[src/rtl/pp_accum_batch.sv]
// Batch accumulator behind the partial-product align stage: sign-extends each aligned
// product, sums BATCH of them and emits the total with its Q_frac tag and a mismatch flag.

module ADD #(
    parameter int W = 8
) (
    input  logic [W-1:0] a,
    input  logic [W-1:0] b,
    output logic [W-1:0] sum,
    output logic [50:0]  number
);
    assign sum    = a + b;
    assign number = 51'(W);
endmodule

module MX #(
    parameter int W = 8
) (
    input  logic [W-1:0] a,
    input  logic [W-1:0] b,
    input  logic         sel,
    output logic [W-1:0] y,
    output logic [50:0]  number
);
    assign y      = sel ? b : a;
    assign number = 51'(W);
endmodule

module EQ #(
    parameter int W = 8
) (
    input  logic [W-1:0] a,
    input  logic [W-1:0] b,
    output logic         eq,
    output logic [50:0]  number
);
    assign eq     = (a == b);
    assign number = 51'(W);
endmodule

module pp_accum_batch #(
    parameter int BATCH = 8,
    parameter int PP_W  = 15,
    parameter int ACC_W = 18
) (
    input  logic             i_clk,
    input  logic             i_rst_n,
    input  logic             i_valid,
    input  logic [PP_W-1:0]  i_align_pp,
    input  logic [4:0]       i_Q_frac,
    input  logic             i_flush,
    output logic [ACC_W-1:0] o_sum,
    output logic             o_valid,
    output logic [4:0]       o_Q_frac,
    output logic             o_q_mismatch,
    output logic             o_busy,
    output logic [50:0]      number
);
    localparam int CW = $clog2(BATCH);
    localparam logic [CW-1:0] LAST_CNT = CW'(BATCH - 1);
    localparam logic [CW-1:0] ZERO_CNT = '0;

    typedef enum logic {IDLE, ACCUM} state_t;

    logic [CW-1:0]    cnt, cnt_next;
    logic [ACC_W-1:0] acc, acc_next;
    logic [4:0]       q_ref, q_ref_next;
    logic             mism, mism_next;
    logic             valid_next, load_out;
    logic             cnt_zero, cnt_last, q_eq, mism_out;
    logic [ACC_W-1:0] ext, add_a, add_sum;
    logic [50:0]      n_add, n_mx, n_eq_q, n_eq_z, n_eq_l;
    state_t           state;

    assign ext = {{(ACC_W-PP_W){i_align_pp[PP_W-1]}}, i_align_pp};

    // First product of a batch adds onto zero, so one adder serves both paths.
    MX  #(.W(ACC_W)) u_mx_a   (.a(acc), .b('0), .sel(cnt_zero), .y(add_a), .number(n_mx));
    ADD #(.W(ACC_W)) u_add    (.a(add_a), .b(ext), .sum(add_sum), .number(n_add));
    EQ  #(.W(5))     u_eq_q   (.a(i_Q_frac), .b(q_ref), .eq(q_eq), .number(n_eq_q));
    EQ  #(.W(CW))    u_eq_z   (.a(cnt), .b(ZERO_CNT), .eq(cnt_zero), .number(n_eq_z));
    EQ  #(.W(CW))    u_eq_l   (.a(cnt), .b(LAST_CNT), .eq(cnt_last), .number(n_eq_l));

    assign number   = n_mx + n_add + n_eq_q + n_eq_z + n_eq_l;
    assign state    = cnt_zero ? IDLE : ACCUM;
    assign o_busy   = (state == ACCUM);
    assign mism_out = mism | ~q_eq;

    always_comb begin
        cnt_next   = cnt;
        acc_next   = acc;
        q_ref_next = q_ref;
        mism_next  = mism;
        valid_next = 1'b0;
        load_out   = 1'b0;
        if (i_flush) begin
            cnt_next  = '0;
            acc_next  = '0;
            mism_next = 1'b0;
        end else if (i_valid) begin
            case (state)
                IDLE: begin
                    acc_next   = add_sum;
                    q_ref_next = i_Q_frac;
                    mism_next  = 1'b0;
                    cnt_next   = CW'(1);
                end
                ACCUM: begin
                    if (cnt_last) begin
                        load_out   = 1'b1;
                        valid_next = 1'b1;
                        acc_next   = '0;
                        cnt_next   = '0;
                    end else begin
                        acc_next  = add_sum;
                        mism_next = mism_out;
                        cnt_next  = cnt + CW'(1);
                    end
                end
                default: cnt_next = '0;
            endcase
        end
    end

    always_ff @(posedge i_clk or negedge i_rst_n) begin
        if (!i_rst_n) begin
            cnt          <= '0;
            acc          <= '0;
            q_ref        <= '0;
            mism         <= 1'b0;
            o_valid      <= 1'b0;
            o_sum        <= '0;
            o_Q_frac     <= '0;
            o_q_mismatch <= 1'b0;
        end else begin
            cnt     <= cnt_next;
            acc     <= acc_next;
            q_ref   <= q_ref_next;
            mism    <= mism_next;
            o_valid <= valid_next;
            if (load_out) begin
                o_sum        <= add_sum;
                o_Q_frac     <= q_ref;
                o_q_mismatch <= mism_out;
            end
        end
    end
endmodule

[config.mk]
export PLATFORM = sky130hd
export DESIGN_NAME = pp_accum_batch
export DESIGN_NICKNAME = d
export VERILOG_FILES = /design/src/rtl/pp_accum_batch.sv
export SDC_FILE = /design/constraint.sdc
export NUM_CORES = 1
export LEC_CHECK = 0
export ABC_AREA = 1
export CORE_MARGIN = 5
export CORE_UTILIZATION = 50
export CTS_BUF_LIST = sky130_fd_sc_hd__clkbuf_16
export DETAILED_ROUTE_END_ITERATION = 8
export PLACE_DENSITY = 0.88
export SYNTH_ARGS = -nofsm -noshare
export SYNTH_HDL_FRONTEND = slang
export SYNTH_SLANG_ARGS = --single-unit
export TNS_END_PERCENT = 30
[constraint.sdc]
create_clock -name i_clk -period 6.9 [get_ports i_clk]
set_input_delay 0.69 -clock i_clk [delete_from_list [all_inputs] [get_ports i_clk]]
set_output_delay 0.69 -clock i_clk [all_outputs]
set_load 0.01 [all_outputs]
==> results.toml, run 1 <==
[die]
dieHeight_um = 94.7
num_rows = 30
coreArea_mm2 = 0.00691
die_w_um = 94.7
dieArea_mm2 = 0.00898
ios = 101
initial_core_util_pct = 52.0

[setup_path]
required_ns = 7.06
critPathMaxFanout = 19
worstSetupEndpointType = "register"
r2r_setup_slack_ns = 4.18
crit_chain = "inv_1 -> ha_1 -> nand2_2 -> inv_2 -> nor2_1 -> ha_1 -> fa_1 -> nand3_1 -> nand2_2 -> nand2_1 -> nand2_1 -> or2_1 -> nand3_1 -> o21ai_0"
arrival_ns = 2.88
critPathSlowestCell = "fa_1"
start_kind = "register"
path_class = "register to register"
worst_path_largest_cell_delay_ns = 0.43

[placed_design]
io_buffers = 49
hpwlAfterDp_um = 6060
place_area_mm2 = 0.00394
gp_congestion = 0.952

[clock_tree]
clock_latency_ns = 0.29
clk_pin_slew_ns = 0.07
post-cts-setup-buffers = 0
cts.sinks = 52
postCtsHoldBufs = 0
cts-root-buf = "clkbuf_16"
cts_resized = 0
clockBufferDepth = 2
numCtsBuffers = 5
cts_tree = "yes"
htreeDepth = 2

[run_status]
status = "finished clean"

[power]
power.share.sequential_pct = 43.1
internal_power_uw = 547
power_frac_clock_pct = 36.1
p_sw_uw = 224
total_leakage_power_uw = 0.00214
power_frac_comb_pct = 20.8
power.density_mw_per_mm2 = 188
switching_share_pct = 29.1
irDropWorstVdd_mv = 0.105

[drt]
wl_um = 8020
num_vias = 3071
avgRoutedWirePerCell_um = 12.8
drt_iter0_drc = 164
drc_errors = 0
dr.pass1.iters = 4
viasPerCell = 4.90
antenna_left = 0

[sta]
setup_viol = 0
min_period_over_period_pct = 39.4
fmax_mhz = 368
whs_ns = 0.483
finalSetupTns_ns = 0
max_slew.worst_pin.slew_ns = 0.751
rsz0062_at_grt = "false"
fin_crit_ns = 2.72
slew_viol_final = 0
max_slew_margin_pct = 49.9
hold_viol_final = 0
clock_skew_ns = 0.00803

[global_routing]
grt_max_degree = 53
track_usage_pct = 18.7
grt_pass1_wl_um = 13200
grt_antenna_before_repair = 0
gr-total-overflow = 0
grt_pass1_vias = 2934

[synth]
synth_compound_area_share_pct = 8.82
synth_fa_ha_area_share_pct = 7.53
ys_seq_area_share_pct = 36.2
ys_types = 29
synth_top_family_by_area = "simple AND/OR/NAND/NOR gates"
async_flop_share_pct = 100
synth_edf_count = 0
synth_simple_gate_area_share_pct = 26.9
ys_ff_latch = 52
ys.flop_type = "dfrtp_1"
muxShareOfSynthArea_pct = 0
avgSynthCellArea_um2 = 7.45
syn-cell-area_mm2 = 0.00359
synthCells = 482
synth_warnings = 0
synthXorXnorAreaFrac_pct = 1.46

[min_path]
hp-class = "register to register"

[finish]
nNetsFinal = 575
syn2layout_area_growth_pct = 14.2
drive_gt1_share_pct = 4.52
design_area_mm2 = 0.00410
n_antenna_cell = 0
mostFrequentLayoutCell = "nand2_1"
mostFrequentLayoutCells = "nand2_1 (132), inv_1 (58), dfrtp_1 (52)"

[run]
max-cap-violations = 0
area by class of cell:
type,count,area [um2]
fillers,654,2810
multi-input cells,361,1800
flip-flops and latches,52,1300
repair buffers,50,493
inverters,60,225
clock buffers,5,125
well taps,96,120
clock inverters,3,38.8
metal layers:
layer,up-vias,routed length [um],GRT usage (%),share of wire (%)
met5,-,0,0,0
met4,0,117,5.05,1.5
met3,10,575,3.67,7.2
met2,116,3790,30.5,47
met1,1423,3530,25.4,44
li1,1522,-,-,-
Yosys cell counts (4+ instances only):
library cell    n  area share (%)
nor2_1         37             3.9
dfrtp_1        52              36
nand2_2         4            0.70
nand3_1        32             4.5
inv_1          57             6.0
buf_4          52              11
nand2_1       132              14
a21oi_1        14             2.0
o22ai_1        10             1.7
o21ai_1         9             1.3
buf_6           5             1.6
nand3b_1        9             1.9
o21ai_0        21             2.9
ha_1           20             7.0
critical path, delay by kind of cell, from the launching register on:
family / cells / cell delay (ns)
flip-flops: 1 / 0.39
adder cells (fa/ha/maj): 3 / 0.85
AO/OA/AOI/OAI: 1 / 0.08
buffers and inverters: 2 / 0.40
AND/OR/NAND/NOR: 8 / 0.87
flip-flops by register name, summed over array words and instances (netlist names):
name,cells
acc,18
cnt,3
mism,1
o_Q_frac,5
o_q_mismatch,1
o_sum,18
o_valid,1
q_ref,5
power groups by stage:
stage	sequential, uW	combinational (uW)	clock, uW
after floorplan	335	133	0
after global placement	337	154	0
after detailed placement	338	158	0
after CTS	332	159	284
after global routing	334	183	295
final	332	161	279
path summary, 6_finish.rpt:
| kind | to | start | depth (start not counted) |
|---|---|---|---|
| worst max-delay path | acc[8] | cnt[0] | 14 |
| worst min-delay path | o_sum[9] | o_sum[9] | 2 |
| worst max register to register | acc[8] | cnt[0] | 14 |
| worst min register to register | o_sum[9] | o_sum[9] | 2 |
| max in group asynchronous | o_sum[16] | i_rst_n | 2 |
| min in group asynchronous | o_sum[5] | i_rst_n | 2 |
per-stage QoR:
stage	setup WS (ns)	utilization, %	cells	power, uW
2_1_floorplan	4.28	-	531	468
3_3_place_gp	4.25	57.0	619	491
3_5_place_dp	4.19	57.0	619	496
4_1_cts	4.16	59.4	627	775
5_1_grt	3.94	59.4	627	812
6_report	4.18	59.4	627	772
logic make-up after synthesis:
group	after synthesis
simple gates	225
buf+inv	118
compound gates	58
flops	52
fa+ha+maj	21
xor+xnor	6
other cells	2
No activity file was read; power rests on OpenSTA's default activity.
==> run 2, diff against run 1 <==
--- a/config.mk
+++ b/config.mk
@@ -7,10 +7,10 @@
 export LEC_CHECK = 0
 export ABC_AREA = 1
 export CORE_MARGIN = 5
-export CORE_UTILIZATION = 50
+export CORE_UTILIZATION = 44
 export CTS_BUF_LIST = sky130_fd_sc_hd__clkbuf_16
 export DETAILED_ROUTE_END_ITERATION = 8
-export PLACE_DENSITY = 0.88
+export PLACE_DENSITY = 0.82
 export SYNTH_ARGS = -nofsm -noshare
 export SYNTH_HDL_FRONTEND = slang
 export SYNTH_SLANG_ARGS = --single-unit
==> constraint.sdc (replaced) <==
create_clock -name i_clk -period 2.4 [get_ports i_clk]
set_input_delay 0.24 -clock i_clk [delete_from_list [all_inputs] [get_ports i_clk]]
set_output_delay 0.24 -clock i_clk [all_outputs]
set_load 0.01 [all_outputs]
==> run 2 against run 1 <==
Against the previous run:
- critical path depth is the same
- global-route usage is 1.4 points lower
- clock power rose to 2.7 times the previous value
- cell area is 4.3% higher
- combinational power rose to 3.3 times the previous value
- core utilization down 6.5 points
- clock skew increased by 0.0011 ns
- critical endpoint unchanged
==> results.toml, run 2 (synthesis gave the netlist of run 1 again) <==
[run_status]
status = "finished clean"

[drt]
wl_um = 8630
antenna_left = 0
drt_iter0_drc = 118
dr_wl_met2_um = 4220
drc_errors = 0
met1_length_um = 3670
num_vias = 3154
wl_met3_um = 599
dr.pass1.iters = 4
avgRoutedWirePerCell_um = 13.4
viasPerCell = 4.89
top_layer = "met4"

[setup_path]
crit_family = "adder cells"
critPathSlowestCell = "fa_2"
cpMostUsedCell = "nand2_2"
crit_chain = "inv_2 -> ha_4 -> nand2_8 -> inv_8 -> nor2_1 -> ha_2 -> fa_2 -> nand3_2 -> nand2_4 -> nand2_2 -> nand2_2 -> or2_1 -> nand3_1 -> o21ai_1"
path_buf_inv = 2
worstSetupEndpointType = "register"
worst_path_largest_cell_delay_ns = 0.42
reg2reg_to = "acc[8]"
r2r-start = "cnt[1]"
worst-r2r-cell-count = 14
r2r_setup_slack_ns = 0.09
required_ns = 2.58
path_class = "register to register"
start_kind = "register"
arrival_ns = 2.49
critPathMaxFanout = 6

[power]
total_leakage_power_uw = 0.00218
power.density_mw_per_mm2 = 520
irDropWorstVdd_mv = 0.308

[finish]
fin_cells = 645
n_antenna_cell = 0
fillers = 794
post-route-util_pct = 52.9
top_regs = "acc (18), o_sum (18)"
mostFrequentLayoutCells = "nand2_1 (124), inv_1 (55), dfrtp_1 (52)"
mostFrequentLayoutCell = "nand2_1"
syn2layout_area_growth_pct = 19.1
nNetsFinal = 584
drive_gt1_share_pct = 10.7

[global_routing]
track_usage_pct = 17.3
grt_antenna_before_repair = 0
gr-total-overflow = 0
grt_pass1_wl_um = 14100
grt_pass1_vias = 3015
grt_max_degree = 53

[sta]
rsz0062_at_grt = "true"
clock_skew_ns = 0.00908
setup_viol = 0
fin_crit_ns = 2.31
worst_slack_ns = 0.0900
hold_viol_final = 0
max_slew.worst_pin.slew_ns = 0.667
min_period_over_period_pct = 96.2
fmax_mhz = 433
slew_viol_final = 0
max_slew_margin_pct = 55.5

[placed_design]
hpwlAfterDp_um = 6370
pre_cts_ws_ns = 0.0201
io_buffers = 49
gp_congestion = 0.983
place_inst = 633

[clock_tree]
cts-root-buf = "clkbuf_16"
cts_tree = "yes"
clock_latency_ns = 0.30
numCtsBuffers = 5
clockBufferDepth = 2
cts.sinks = 52
clk_pin_slew_ns = 0.07
htreeDepth = 2

[min_path]
hp-class = "input pin to async pin"

[die]
num_rows = 33
dieHeight_um = 100
initial_core_util_pct = 44.4
coreArea_mm2 = 0.00809
die_w_um = 100
ios = 101
dieArea_mm2 = 0.0101

[run]
max-cap-violations = 0
## run 2: cell count changes in the layout (fill, tap and decap cells not counted), sizes merged
cell	previous run	this run
inv	61	62
clkinv	1	2
buf	2	10
bufinv	1	0
## run 2: repair_timing
| item | in CTS | in global routing |
|---|---|---|
| gates resized for setup | 1 | 29 |
| hold buffers | 0 | 0 |
| pin swaps | 0 | 8 |
| endpoints found under the hold margin | 0 | 0 |
| cloned | 0 | 1 |
| buffers inserted | 0 | 3 |
| endpoints found under the setup margin | 1 | 23 |
## run 2: layer usage
layer  GRT usage (%)  vias up
met5               0        -
met4            6.11        0
met3            3.89       18
met2            29.0      112
met1            21.9     1486
li1                -     1538
## run 2: metrics by stage
stage / area (um2) / hold WS, ns / setup TNS [ns] / total power [uW]
2_1_floorplan: 3790 / -0.0556 / 0 / 1350
3_3_place_gp: 4000 / 0.392 / 0 / 1430
3_5_place_dp: 4000 / 0.411 / 0 / 1450
4_1_cts: 4150 / 0.0920 / 0 / 2190
5_1_grt: 4280 / 0.129 / -0.0752 / 2340
6_report: 4280 / 0.0565 / 0 / 2220
## run 2: final cells by class
| type | instances | area (um2) | area share (%) |
|---|---|---|---|
| clock buffers | 5 | 125 | 2.92 |
| clock inverters | 3 | 22.5 | 0.526 |
| inverters | 60 | 233 | 5.44 |
| multi-input cells | 361 | 1900 | 44.5 |
| flip-flops and latches | 52 | 1300 | 30.4 |
| well taps | 105 | 131 | 3.07 |
| repair buffers | 58 | 557 | 13.0 |
| repair inverters | 1 | 6.26 | 0.146 |
## run 2: where the power goes
part	leakage, uW	internal [uW]	switching (uW)
clock network	0.0000742	391	351
logic	0.00140	194	330
registers	0.000704	926	29.9
total	0.00218	1510	711
## run 2: how the worst max path moves through the flow
stage | startpoint | to | depth (start not counted)
after global placement | cnt[0] | o_sum[17] | 17
after floorplan | cnt[0] | acc[8] | 15
after global routing | cnt[0] | acc[8] | 14
final | cnt[1] | acc[8] | 14
after CTS | cnt[0] | acc[8] | 14
after detailed placement | cnt[0] | o_sum[17] | 17
